File: src/rtl/serial_adder_ctrl.sv
// serial_adder_ctrl: bit-serial WIDTH-bit adder driving one full-adder cell LSB-first.
// Optional SERIAL_ADDER_SUB_EN adds a sub port selecting a - b (cout=1 means no borrow).
module serial_adder_ctrl #(
  parameter int WIDTH = 8,
  parameter int CNT_W = $clog2(WIDTH)
) (
  input  logic             clk,
  input  logic             rst_n,
  input  logic             start,
  input  logic [WIDTH-1:0] a,
  input  logic [WIDTH-1:0] b,
  input  logic             cin,
`ifdef SERIAL_ADDER_SUB_EN
  input  logic             sub,
`endif
  output logic             busy,
  output logic             done,
  output logic [WIDTH-1:0] sum,
  output logic             cout
);
  typedef enum logic [1:0] {IDLE, RUN, DONE} state_t;
  state_t state, state_nxt;
  logic [WIDTH-1:0] sa, sb;
  logic [CNT_W-1:0] cnt;
  logic carry, sub_en, fa_s, fa_c, last, take;
`ifdef SERIAL_ADDER_SUB_EN
  assign sub_en = sub;
`else
  assign sub_en = 1'b0;
`endif
  assign fa_s = sa[0] ^ sb[0] ^ carry;
  assign fa_c = (sa[0] & sb[0]) | (carry & (sa[0] ^ sb[0]));
  assign last = cnt == CNT_W'(WIDTH - 1);
  assign take = (state == IDLE) && start;
  always_ff @(posedge clk or negedge rst_n)
    if (!rst_n) state <= IDLE;
    else state <= state_nxt;
  always_comb begin
    state_nxt = state;
    busy = 1'b0;
    done = 1'b0;
    case (state)
      IDLE: state_nxt = start ? RUN : IDLE;
      RUN: begin
        busy = 1'b1;
        state_nxt = last ? DONE : RUN;
      end
      DONE: begin
        done = 1'b1;
        state_nxt = IDLE;
      end
      default: state_nxt = IDLE;
    endcase
  end
  // Subtract is a + ~b + 1, so the inversion and forced carry happen at capture.
  always_ff @(posedge clk or negedge rst_n)
    if (!rst_n) begin
      sa <= '0;
      sb <= '0;
      carry <= 1'b0;
      cnt <= '0;
      sum <= '0;
      cout <= 1'b0;
    end else if (take) begin
      sa <= a;
      sb <= sub_en ? ~b : b;
      carry <= sub_en | cin;
      cnt <= '0;
    end else if (state == RUN) begin
      sum <= {fa_s, sum[WIDTH-1:1]};
      sa <= sa >> 1;
      sb <= sb >> 1;
      carry <= fa_c;
      cnt <= last ? '0 : cnt + 1'b1;
      if (last) cout <= fa_c;
    end
endmodule

File: config.mk
export PLATFORM = sky130hd
export DESIGN_NAME = serial_adder_ctrl
export DESIGN_NICKNAME = d
export VERILOG_FILES = /design/src/rtl/serial_adder_ctrl.sv
export SDC_FILE = /design/constraint.sdc
export NUM_CORES = 1
export LEC_CHECK = 0
export CORE_MARGIN = 1.5
export CORE_UTILIZATION = 55
export DETAILED_ROUTE_END_ITERATION = 7
export DONT_BUFFER_PORTS = 1
export PLACE_DENSITY_LB_ADDON = 0.25
export SLEW_MARGIN = 20
export SYNTH_ARGS = -nofsm -noshare
export SYNTH_HDL_FRONTEND = slang
export SYNTH_SLANG_ARGS = --single-unit
export TNS_END_PERCENT = 1
File: constraint.sdc
create_clock -name clk -period 1.21 [get_ports clk]
set_input_delay 0.121 -clock clk [delete_from_list [all_inputs] [get_ports clk]]
set_output_delay 0.121 -clock clk [all_outputs]
set_load 0.02 [all_outputs]
Yosys cells after proc, flatten, opt, wreduce, memory -nomap -nowiden
Cells that the tools add are included.

Bitwise operators: 6. Equality and inequality tests: 3. Mux-type cells: 14. Reductions and logical operators: 5. Add/sub/neg operators: 1.

Operator list (number): 2-to-1 mux 8 bit (4); 2-to-1 mux 3 bit (3); 2-to-1 mux 1 bit (5); one-hot mux 2 bit (2 select lines) (1); adder 3 x 1 -> 3 bit (second input constant) (1); equality test 3 bit (second input constant) (1); AND reduction 3 bit (1); AND 1 bit (2); equality test 2 x 1 -> 1 bit (second input constant) (1); equality test 2 bit (second input constant) (1); zero test 2 bit (1); 2-to-1 mux 2 bit (1); AND reduction 2 bit (1); nonzero test 2 bit (1); XOR 1 bit (2); logical AND 1 bit (1); inverter 1 bit (1); bitwise OR 1 bit (1).

Register bits after elaboration: 31. Logic and storage cells: 36. Bits of input ports: 20.

Depth between registers and ports, before layout
Gate-level depths: netlist (run 1).

Depth after elaboration: 5. Gate-level depth with buffers: 4. Depth with buffers taken out: 4.

Worst setup path after synthesis (run 1)
OpenSTA, ideal clock, no wires.

Path type: register to register. Start point: register cnt[0]. End point: register cout. Data required time: 1.085 ns. Path slack: -0.092 ns. Period minus slack after synthesis: 1.302 ns. Arrival time: 1.177 ns. Library setup time: 0.125 ns. Cell stages (with the launch flop): 5. Path through: dfrtp_1 -> ha_1 -> ha_1 -> nand3b_1 -> mux2_2.

Word-level cells in the longest chain between the ends: 2.

Ends and longest elaborated chain: from (decl) (RTL line 24) `logic [CNT_W-1:0] cnt;`; from (signal assigned) (RTL line 74) `cnt <= last ? '0 : cnt + 1'b1;`; equality test 3 bit (RTL line 33) `assign last = cnt == CNT_W'(WIDTH - 1);`; AND reduction 3 bit (no line); to (signal assigned) (RTL line 63) `cout <= 1'b0;`; to (signal assigned) (RTL line 75) `if (last) cout <= fa_c;`; to (decl) (RTL line 19) `output logic cout`.

Every way passes these cells. A chain may end at the register's enable or synchronous reset.

Final worst setup path (run 1)
Start point: register state[1]. End point: register sb[3].

Word-level cells in the longest chain between the ends: 3.

Ends and longest elaborated chain: from (decl) (RTL line 22) `state_t state, state_nxt;`; from (signal assigned) (RTL line 37) `else state <= state_nxt;`; zero test 2 bit (RTL line 34) `assign take = (state == IDLE) && start;`; logical AND 1 bit (RTL line 34); 2-to-1 mux 8 bit or nonzero test 2 bit (tied branches); to (signal assigned) (RTL line 66) `sb <= sub_en ? ~b : b;`; to (signal assigned) (RTL line 72) `sb <= sb >> 1;`; to (decl) (RTL line 23) `logic [WIDTH-1:0] sa, sb;`.

Several ways; a longest one is shown, not always the timed one.

==> results.env, run 1 <==
SYN-INSTANCE-COUNT=130
SYNTH.YOSYS.WARNINGS=0
CLK_PATH_BUF_DEPTH=2
FINAL-HOLD-VIOLATION-COUNT=0
CRITPATHARRIVALTIME_NS=1.56
POWER.SWITCHING_W=0.00202
GRT_START_MAX_NET_PINS=32
ROUTE.VIAS.TOTAL=1064
PLACED_AREA_SQ_MM=0.00166
YOSYSTOPAREACELL='sky130_fd_sc_hd__dfrtp_1'
FAILING_CHECKS='setup timing'
DRV_CAP=0
WORST-SLEW-PIN-TRANSITION_NS=0.354
P_SW_SHARE_PCT=36.6
CLOCK_POWER_SHARE_PCT=15.4
DETAIL_ROUTE.DRC_VIOLATIONS=0
FINAL_CELLS=179
CRITICAL_PATH.CELL_CHAIN='buf_4 -> buf_6 -> nor3b_1 -> a211oi_2'
SYNTH_CELL_TYPES=24
DIE_WIDTH_UM=56.6
POST_ROUTE_CELL_AREA_SQ_MM=0.00208
YOSYSTOPAREACELLSHARE_PCT=49.0
VIAS_IN_THE_FIRST_GLOBAL_ROUTE=1078
SYN-NUM-NETS=153
CTS-HTREE-LEVELS=2
WL_MET2_UM=1560
DETAILEDROUTE.FIRSTPASSITERATIONCOUNT=4
RUN_STATUS='complete, but fails checks'
ROUTED_WIRE_LENGTH_PER_INSTANCE_UM=17.9
DRT-TOTAL-WL_UM=3210
NUMBER_OF_SLEW_LIMIT_VIOLATIONS_IN_THE_FINAL_REPORT=0
OVERFLOW=0
CLK_PIN_SLEW_WORST_PATHS_NS=0.09
RSZ_0062_RAISED_AFTER_GLOBAL_ROUTING='yes'
TOP_SIGNAL_LAYER_USED='met4'
LEADING_POST_SYNTHESIS_CELLS_BY_CELL_AREA='sky130_fd_sc_hd__dfrtp_1, sky130_fd_sc_hd__nor4b_1, sky130_fd_sc_hd__nor3b_1, sky130_fd_sc_hd__a211oi_1, sky130_fd_sc_hd__mux2_4'
NETS=170
WORST_CLOCK_SKEW_NS=0.00828
MAXCLOCKFREQUENCY_MHz=739
ANTENNA_CELLS_INSERTED=0
FINALWEIGHTEDCONGESTION=0.728
POST-ROUTE-PERIOD-UTIL_PCT=112
FP-ROW-COUNT=19
CELL_COUNT_POST_PLACEMENT=159
CTS_INSERTED_BUFFERS=5
PEAKVDDDROP_uV=2240
SYNTHFLOPTYPE='sky130_fd_sc_hd__dfrtp_1'
ROUTE.ANTENNA.REMAINING_NETS=0
TRITONCTS='done'
POWER_LEAKAGE_nW=0.919
CP_NUM_BUF_INV=2
CP_MAX_FO=12
GRT_FIRST_PASS_WIRELENGTH_UM=5390
SEQ_POWER_SHARE_PCT=38.1
GROUTE.USAGE.OVERALL_PCT=22.4
FINAL_LAYOUT_SIZE_SUFFIX_GT1_SHARE_PCT=41.9
POST_DRT_VIA_CELL_RATIO=5.94
CRIT_PATH_TOP_DELAY_CELL='sky130_fd_sc_hd__dfrtp_2'
CRITICAL_PATH.TOP_DELAY_FAMILY='flip-flops'
MAXSLEWHEADROOM_PCT=76.4
CLOCK_LATENCY_NS=0.33
DETAIL_ROUTE.ITER0.VIOLATIONS=21
MIN_PERIOD_NS=1.35
ASYNC_FLOP_SHARE_PCT=100
PLACEMENT.IO_BUFFERS=0
COMB_POWER_SHARE_PCT=46.5
HOLD_WS_NS=0.0182
YS_SEQ_ELEMENTS=31
FINAL-SETUP-VIOL-COUNT=30
SYNTHMOSTINSTANTIATEDCELL='sky130_fd_sc_hd__dfrtp_1'
CELLINTERNALPOWER_W=0.00351
IO_PINS=31
SYN_AVG_CELL_AREA_SQ_UM=12.2
SYNTH_ENABLE_FLOP_CELLS=0
KIND_OF_END_POINT_OF_THE_CRITICAL_PATH='flop'
INITIAL_UTILIZATION_PCT=57.9
ANTENNA_FOUND_INITIAL=0
OVERALL_POWER_AFTER_LAYOUT_W=0.00553
REG2REG_SETUP_SLACK_NS=-0.14
CLOCK_SINK_COUNT=31
KIND_OF_START_POINT_OF_THE_CRITICAL_PATH='flop'
SYNTHTOLAYOUTAREAGROWTH_PCT=31.7
CORE_AREA_SQ_MM=0.00273
FINAL.FILL_COUNT=172
TIMING.FINAL.WS_SETUP_NS=-0.144
SETUP.WORST_PATH.CLASS='reg2reg'
TIMING.CRITICAL_PATH.SLOWEST_CELL_DELAY_NS=0.48
MET1_LENGTH_UM=1460
WORSTHOLDPATHTYPE='in2reg'
DESIGN.DIE.AREA_SQ_MM=0.00321
DIE_HEIGHT_UM=56.6
DR_WL_MET3_UM=159
POWER-PER-CELL-AREA_mW_PER_MM2=2650
CRIT_REQUIRED_NS=1.41
CTS.ROOT.BUFFER_CELL='sky130_fd_sc_hd__clkbuf_4'
SYN_AREA_SQ_MM=0.00158
NETLIST_TOP_CELLS_COUNT='sky130_fd_sc_hd__dfrtp_1, sky130_fd_sc_hd__inv_1, sky130_fd_sc_hd__nor3b_1, sky130_fd_sc_hd__a211oi_1, sky130_fd_sc_hd__nor4b_1'
POST-DP-HPWL_UM=1870
SYNTH.YOSYS.SEQ_AREA_SHARE_PCT=49.0
-- layer usage --
metal,global-route usage (%),up-vias
met3,7.60,3
met1,32.3,541
met4,4.08,0
met5,0,-
met2,33.2,23
li1,-,497
-- final timing paths --
path                           from  endpoint  depth (start not counted)
setup / recovery           state[1]     sb[3]                          4
hold / removal                  cin     carry                          2
setup reg to reg           state[1]     sb[3]                          4
hold reg to reg               sa[7]     sa[7]                          1
max in group asynchronous     rst_n  state[1]                          2
min in group asynchronous     rst_n     sa[4]                          2
-- kinds of logic (layout without fill, tap and decap cells) --
| family | count (synthesis) | count (layout) | share of synthesized area, % |
|---|---|---|---|
| AO/OA/AOI/OAI | 22 | 22 | 11.9 |
| AND/OR/NAND/NOR | 36 | 36 | 18.6 |
| flip-flops | 31 | 31 | 49.0 |
| adder cells (fa/ha/maj) | 3 | 3 | 2.85 |
| buffers and inverters | 29 | 47 | 10.1 |
| multiplexers | 9 | 9 | 7.59 |
-- cell usage in the layout, fill, tap and decap left out --
| master | netlist | routed |
|---|---|---|
| sky130_fd_sc_hd__a221oi_2 | 1 | 1 |
| sky130_fd_sc_hd__nand3b_1 | 1 | 1 |
| sky130_fd_sc_hd__bufinv_16 | 0 | 1 |
| sky130_fd_sc_hd__ha_4 | 0 | 1 |
| sky130_fd_sc_hd__buf_4 | 1 | 5 |
| sky130_fd_sc_hd__dfrtp_1 | 31 | 29 |
| sky130_fd_sc_hd__nor2_1 | 1 | 1 |
| sky130_fd_sc_hd__buf_12 | 0 | 4 |
| sky130_fd_sc_hd__bufbuf_16 | 0 | 1 |
| sky130_fd_sc_hd__clkbuf_8 | 0 | 1 |
| sky130_fd_sc_hd__nor4b_1 | 14 | 5 |
| sky130_fd_sc_hd__nor2b_4 | 1 | 2 |
| sky130_fd_sc_hd__a21oi_1 | 1 | 1 |
| sky130_fd_sc_hd__clkbuf_4 | 0 | 5 |
| sky130_fd_sc_hd__buf_6 | 4 | 6 |
| sky130_fd_sc_hd__ha_2 | 0 | 1 |
| sky130_fd_sc_hd__clkinv_2 | 0 | 1 |
| sky130_fd_sc_hd__fa_1 | 1 | 1 |
| sky130_fd_sc_hd__nor4b_2 | 1 | 5 |
| sky130_fd_sc_hd__inv_1 | 17 | 17 |
| sky130_fd_sc_hd__dlygate4sd3_1 | 0 | 4 |
| sky130_fd_sc_hd__o21bai_4 | 1 | 1 |
| sky130_fd_sc_hd__nand2b_1 | 2 | 2 |
| sky130_fd_sc_hd__nor3b_1 | 15 | 15 |
| sky130_fd_sc_hd__a22o_1 | 5 | 5 |
| sky130_fd_sc_hd__a211oi_1 | 14 | 5 |
| sky130_fd_sc_hd__dfrtp_2 | 0 | 2 |
| sky130_fd_sc_hd__mux2_4 | 5 | 9 |
| sky130_fd_sc_hd__buf_8 | 1 | 2 |
| sky130_fd_sc_hd__a211oi_2 | 0 | 9 |
| sky130_fd_sc_hd__nor4b_4 | 0 | 5 |
-- worst reg2reg max path, cell delays in order, from the launching register on --
cell	delay (ns)
sky130_fd_sc_hd__dfrtp_2	0.48
sky130_fd_sc_hd__buf_4	0.17
sky130_fd_sc_hd__buf_6	0.16
sky130_fd_sc_hd__nor3b_1	0.34
sky130_fd_sc_hd__a211oi_2	0.08
-- registers in the layout (all words and copies together), names as in the netlist --
register	count
carry	1
cnt	3
cout	1
sa	8
sb	8
state	2
sum	8
-- power by group through the flow --
stage	combinational, W	clock, W	sequential, W
final	0.00257	0.000850	0.00211
after CTS	0.00240	0.000875	0.00210
after floorplan	0.00161	0	0.00199
after detailed placement	0.00194	0	0.00211
after global placement	0.00186	0	0.00208
after global routing	0.00282	0.000919	0.00218
-- area by class of cell --
class / count / area (sq um) / area share (%)
Multi-Input combinational cell: 70 / 830 / 39.8
Sequential cell: 31 / 778 / 37.3
Timing Repair Buffer: 22 / 288 / 13.8
Inverter: 17 / 63.8 / 3.06
Clock buffer: 6 / 51.3 / 2.46
Tap cell: 31 / 38.8 / 1.86
Clock inverter: 2 / 35.0 / 1.68
-- through the flow --
stage               setup WS, ns  TNS (ns)  util (%)
finish                    -0.144     -1.89      76.2
global route              -0.203     -3.32      76.2
CTS                       -0.148     -2.03      73.5
detailed placement       -0.0728    -0.289      60.6
global placement         -0.0356   -0.0814      60.6
floorplan                -0.0212   -0.0842         -
-- what timing repair did --
| action | 4_1_cts | 5_1_grt |
|---|---|---|
| resized for setup | 24 | 15 |
| gates cloned | 1 | 0 |
| buffers inserted | 6 | 0 |
| endpoints found under the setup margin | 15 | 30 |
| endpoints found under the hold margin | 34 | 0 |
| pin swaps | 2 | 3 |
| hold buffers | 5 | 0 |
No activity file was read; power rests on OpenSTA's default activity.
==> inputs of run 2 (changes only) <==
- CELL_PAD_IN_SITES_DETAIL_PLACEMENT: not set -> 0
- CELL_PAD_IN_SITES_GLOBAL_PLACEMENT: not set -> 1
- CORE_UTILIZATION: 55 -> 44
==> run 2 against run 1 <==
The run still ends with setup timing left. Sequential share of layout area is 1.7 points lower. Sequential cell count unchanged. Setup slack better by 0.011 ns. Final cell count increased by 9.5%. Combinational power up 4%. Global-route usage shrank 4.5 points. Utilization decreased by 12 points. Routed wire length up 0.16%. Critical endpoint is now sa[6].
==> results.env, run 2 (same netlist as run 1, synthesis figures left out) <==
ANTENNA_CELLS_INSERTED=0  # unchanged
DRV_CAP=0  # unchanged
CRITICAL_PATH.CELL_CHAIN='buf_4 -> o21bai_2 -> a211oi_1'
TIMING.FINAL.WS_SETUP_NS=-0.133  # +0.0108 ns
DRT-TOTAL-WL_UM=3220  # +0.16%
POWER.SWITCHING_W=0.00205  # +1.1%
CELL_COUNT_POST_PLACEMENT=174  # +9.4%
RUN_STATUS='complete, but fails checks'
CRITICAL_PATH.REG2REG.STARTPOINT='state[1]'
CP_MAX_FO=10  # -2
CELLINTERNALPOWER_W=0.00356  # +1.7%
MIN_PERIOD_NS=1.34  # -0.0108 ns
KIND_OF_END_POINT_OF_THE_CRITICAL_PATH='flop'
SYNTHTOLAYOUTAREAGROWTH_PCT=38.0
CRIT_REQUIRED_NS=1.44  # +0.03 ns
PLACEMENT.IO_BUFFERS=0  # unchanged
INITIAL_UTILIZATION_PCT=46.7  # -11 points
PEAKVDDDROP_uV=1100  # -51%
IO_PINS=31  # unchanged
ROUTED_WIRE_LENGTH_PER_INSTANCE_UM=16.4  # -8.5%
CTS-HTREE-LEVELS=2  # unchanged
CRITICAL_PATH.TOP_DELAY_FAMILY='compound AO/OA/AOI/OAI gates'
FINAL-SETUP-VIOL-COUNT=29  # -3.3%
CRIT_PATH_TOP_DELAY_CELL='sky130_fd_sc_hd__dfrtp_2'
MAXCLOCKFREQUENCY_MHz=745  # +0.80%
SEQ_POWER_SHARE_PCT=37.5  # -0.6 points
ROUTE.ANTENNA.REMAINING_NETS=0  # unchanged
CLOCK_POWER_SHARE_PCT=15.0  # -0.4 points
DIE_WIDTH_UM=63.0  # +11%
WORSTHOLDPATHTYPE='in2reg'
ROUTE.VIAS.TOTAL=1085  # +2.0%
FINAL_CELL_MIX='sky130_fd_sc_hd__dfrtp_1, sky130_fd_sc_hd__inv_1, sky130_fd_sc_hd__nor3b_1, sky130_fd_sc_hd__nor4b_4'
DETAIL_ROUTE.ITER0.VIOLATIONS=41  # +95%
REG2REG_SETUP_SLACK_NS=-0.13  # about the same
GRT_START_MAX_NET_PINS=32  # unchanged
COMB_POWER_SHARE_PCT=47.5  # +1.0 points
GROUTE.USAGE.OVERALL_PCT=17.9  # -4.5 points
NUMBER_OF_SLEW_LIMIT_VIOLATIONS_IN_THE_FINAL_REPORT=0  # unchanged
WORST_CLOCK_SKEW_NS=0.00838  # +0.000100 ns
FINAL-HOLD-VIOLATION-COUNT=0  # unchanged
FAILING_CHECKS='setup timing'
POWER_LEAKAGE_nW=0.959  # +4.4%
CORE_AREA_SQ_MM=0.00339  # +24%
PATH_DEPTH=3  # -1
VIAS_IN_THE_FIRST_GLOBAL_ROUTE=1125  # +4.4%
P_SW_SHARE_PCT=36.5  # -0.13 points
POST_DRT_VIA_CELL_RATIO=5.54  # -6.9%
DESIGN.DIE.AREA_SQ_MM=0.00397  # +24%
R2R.WORST_PATH.CELLS=3  # -1
CP-STARTPOINT='state[1]'
CTS.ROOT.BUFFER_CELL='sky130_fd_sc_hd__clkbuf_4'
SETUP-TNS-FINAL_NS=-1.74  # +0.147 ns
CLK_PATH_BUF_DEPTH=2  # unchanged
KIND_OF_START_POINT_OF_THE_CRITICAL_PATH='flop'
LAYOUT_COMMONEST_CELL='sky130_fd_sc_hd__dfrtp_1'
TIMING.CRITICAL_PATH.SLOWEST_CELL_DELAY_NS=0.45  # -0.03 ns
WORST_SETUP_PATH_ENDPOINT='sa[6]'
MAXSLEWHEADROOM_PCT=59.8  # -17 points
ANTENNA_FOUND_INITIAL=0  # unchanged
POST-DP-HPWL_UM=1850  # -0.92%
GRT_FIRST_PASS_WIRELENGTH_UM=5440  # +0.91%
SETUP.WORST_PATH.CLASS='reg2reg'
FINAL_LAYOUT_SIZE_SUFFIX_GT1_SHARE_PCT=48.7  # +6.8 points
POST-ROUTE-PERIOD-UTIL_PCT=111  # -0.89 points
CLOCK_SINK_COUNT=31  # unchanged
CRITPATHARRIVALTIME_NS=1.57  # about the same
WORST-SLEW-PIN-TRANSITION_NS=0.602  # +0.248 ns
REGISTERS_WITH_THE_MOST_FLIP_FLOPS='sa: 8 flops, sb: 8 flops, sum: 8 flops'
TRITONCTS='done'
FINAL_CELLS=196  # +9.5%
CLK_PIN_SLEW_WORST_PATHS_NS=0.10  # about the same
CP_NUM_BUF_INV=1  # -1
REG2REG_TO='sa[6]'
CLOCK_LATENCY_NS=0.33  # about the same
FINALWEIGHTEDCONGESTION=0.700  # -3.8%
CTS_INSERTED_BUFFERS=5  # unchanged
DIE_HEIGHT_UM=63.0  # +11%
DETAIL_ROUTE.DRC_VIOLATIONS=0  # unchanged
DETAILEDROUTE.FIRSTPASSITERATIONCOUNT=4  # unchanged
POWER-PER-CELL-AREA_mW_PER_MM2=2570  # -3.2%
NETS=172  # +1.2%
RSZ_0062_RAISED_AFTER_GLOBAL_ROUTING='yes'
OVERFLOW=0  # unchanged
FP-ROW-COUNT=21  # +2
## run 2: cell types whose count changed in the layout (fill, tap and decap cells not counted)
| cell | before | now |
|---|---|---|
| sky130_fd_sc_hd__nor2b_4 | 2 | 1 |
| sky130_fd_sc_hd__buf_8 | 2 | 1 |
| sky130_fd_sc_hd__o21bai_2 | 0 | 1 |
| sky130_fd_sc_hd__nor3b_4 | 0 | 1 |
| sky130_fd_sc_hd__nor4b_4 | 5 | 10 |
| sky130_fd_sc_hd__buf_4 | 5 | 9 |
| sky130_fd_sc_hd__bufbuf_16 | 1 | 0 |
| sky130_fd_sc_hd__nor4b_1 | 5 | 0 |
| sky130_fd_sc_hd__nor3b_1 | 15 | 10 |
| sky130_fd_sc_hd__nor2b_1 | 0 | 1 |
| sky130_fd_sc_hd__nor3b_2 | 0 | 4 |
| sky130_fd_sc_hd__buf_6 | 6 | 5 |
## run 2: timing repair
action / in CTS / in global routing
gates resized for setup: 22 / 32
hold endpoints to repair: 34 / 0
hold buffers: 5 / 0
endpoints found under the setup margin: 29 / 31
pin swaps: 4 / 5
buffers inserted: 8 / 0
gates cloned: 0 / 1
## run 2: worst min path at each step
stage / start / end / slack [ns] / depth (start not counted)
floorplan: rst_n / carry / -0.17 / 0
global placement: rst_n / sa[6] / -0.17 / 0
detailed placement: rst_n / sa[6] / -0.17 / 0
CTS: cin / carry / 0.02 / 2
global route: b[6] / sb[6] / 0.04 / 2
finish: cin / carry / 0.04 / 2
## run 2: worst reg2reg max path: stages (launching register included)
cell and delay [ns]:
sky130_fd_sc_hd__dfrtp_2 0.45, sky130_fd_sc_hd__buf_4 0.16, sky130_fd_sc_hd__o21bai_2 0.33, sky130_fd_sc_hd__a211oi_1 0.31
## run 2: area by class of cell
class / instances / area [sq um]
Inverter: 17 / 63.8
Clock inverter: 2 / 35.0
Fill cell: 258 / 1200
Tap cell: 46 / 57.6
Sequential cell: 31 / 778
Timing Repair Buffer: 23 / 259
Multi-Input combinational cell: 71 / 940
Clock buffer: 6 / 51.3
## run 2: power groups by stage
stage	Sequential, W	Clock, W	Combinational, W
after floorplan	0.00199	0	0.00161
after global placement	0.00208	0	0.00183
after detailed placement	0.00210	0	0.00187
after CTS	0.00208	0.000875	0.00231
after global routing	0.00217	0.000909	0.00296
final	0.00211	0.000839	0.00266
## run 2: layer usage
layer	track usage, %	share of wire (%)
met1	23.0	43
met2	27.3	48
met3	7.03	7.3
met4	6.67	1.6
met5	0	0
## run 2: metrics by stage
step	hold slack, ns	util (%)	instance area [sq um]	setup WS [ns]	total power (W)
after global routing	0.0421	64.5	2180	-0.177	0.00604
after global placement	-0.174	48.7	1650	-0.0407	0.00391
after CTS	0.0193	58.4	1980	-0.103	0.00527
final	0.0354	64.5	2180	-0.133	0.00561
after floorplan	-0.175	-	1600	-0.0212	0.00360
after detailed placement	-0.174	48.7	1650	-0.0651	0.00397
==> RTL edit, RTL diff (config.mk and constraints of run 1) <==
Set the parameter `WIDTH` to 16 (it was 8).
--- a/src/rtl/serial_adder_ctrl.sv
+++ b/src/rtl/serial_adder_ctrl.sv
@@ -3,3 +3,3 @@
 module serial_adder_ctrl #(
-  parameter int WIDTH = 8,
+  parameter int WIDTH = 16,
   parameter int CNT_W = $clog2(WIDTH)
Interface: changed (resized a, b and sum); port bits go from 31 to 55. No check against the original RTL was run, so the function may have changed too.
==> RTL edit against run 1 <==
The flow finishes with violations (negative hold slack, negative setup slack); utilization shrank 4.5 points; cell area grew 48%; combinational power grew 13%; routed wire length grew 70%; first-iteration DRC count grew to 5.6 times the old value; worst setup slack gained 0.033 ns; via count grew 83%; sequential cell count grew 25; total power grew 31%; synthesized area grew 54%; largest cell class is now flip-flops and latches; largest power group is now sequential cells.
==> RTL edit: results (changes against run 1) <==
Non-clock buffers 50 (+130%); Final #Nets 325 (+91%); Net Count, Synth 285 (+86%); drt first-iter violations 117 (+460%); vias in the first global route 1750 (+62%); Clock Skew 0.0198 ns (+0.0115 ns); grt met3 use 0.0727 (-0.00336); routed len/inst 16.1 um (-10%); final hold vios 58 (+58); # placed instances 303 (+91%); Cell variety after synth 33 (+38%); register area share after synthesis 0.576 (+0.0860); Critical R2R Capture cout; worst setup margin -0.111 ns (+0.0332 ns); R2R depth 5 (+1); met1 usage 0.299 (-0.0244); HP Class input port to async pin; largest registers sa x16, sb x16, sum x16; final setup TNS -2.33 ns (-0.439 ns); Hold WS -0.516 ns (-0.534 ns); status finished with violations; FF-to-FF Start state[0]; share of cells above drive strength 1 0.215 (-0.204); routed vias/inst 5.72 (-3.7%); commonest cells in the netlist 81 x nand2_1, 56 x dfrtp_1, 30 x a22oi_1; # Taps 52 (+68%); # resized after CTS 8 (-67%); Clock Sinks 56 (+81%); multi-input gates 171 (+140%); failing checks negative hold slack, negative setup slack; Crit Path Max Fanout 5 (-7); Lkg Pwr 1.42 nW (+55%); final setup fails 49 (+63%); sw power 2.75 mW (+36%); Arrival @ worst endpoint 1.20 ns (-0.36 ns); fill count 326 (+90%); Post-CTS Hold Fix Bufs 10 (+5); GR Layer Usage met2 0.343 (+0.0107)
RTL edit: worst max path at each step:
| stage | startpoint | to | cells after the start |
|---|---|---|---|
| finish | state[0] | busy | 4 |
| global route | state[1] | carry | 4 |
| CTS | state[1] | done | 3 |
| detailed placement | cnt[0] | cout | 4 |
| global placement | cnt[0] | cout | 4 |
| floorplan | cnt[0] | cout | 4 |
RTL edit: cell families after synthesis:
| logic type | share of synthesized area |
|---|---|
| compound gates | 0.198 |
| fa+ha+maj | 0.0134 |
| buf+inv | 0.0509 |
| flops | 0.576 |
| mux | 0.00463 |
| simple gates | 0.157 |
RTL edit: layer usage:
layer / wire length [um] / share of wire
met1: 2280 / 0.42
met2: 2820 / 0.52
met3: 293 / 0.054
met4: 68 / 0.012
met5: 0 / 0
RTL edit: worst max-delay path: stages, from the launching register on:
cell and delay, ns:
dfrtp_2 0.47, buf_12 0.15, nand2b_4 0.09, inv_6 0.05, buf_12 0.13
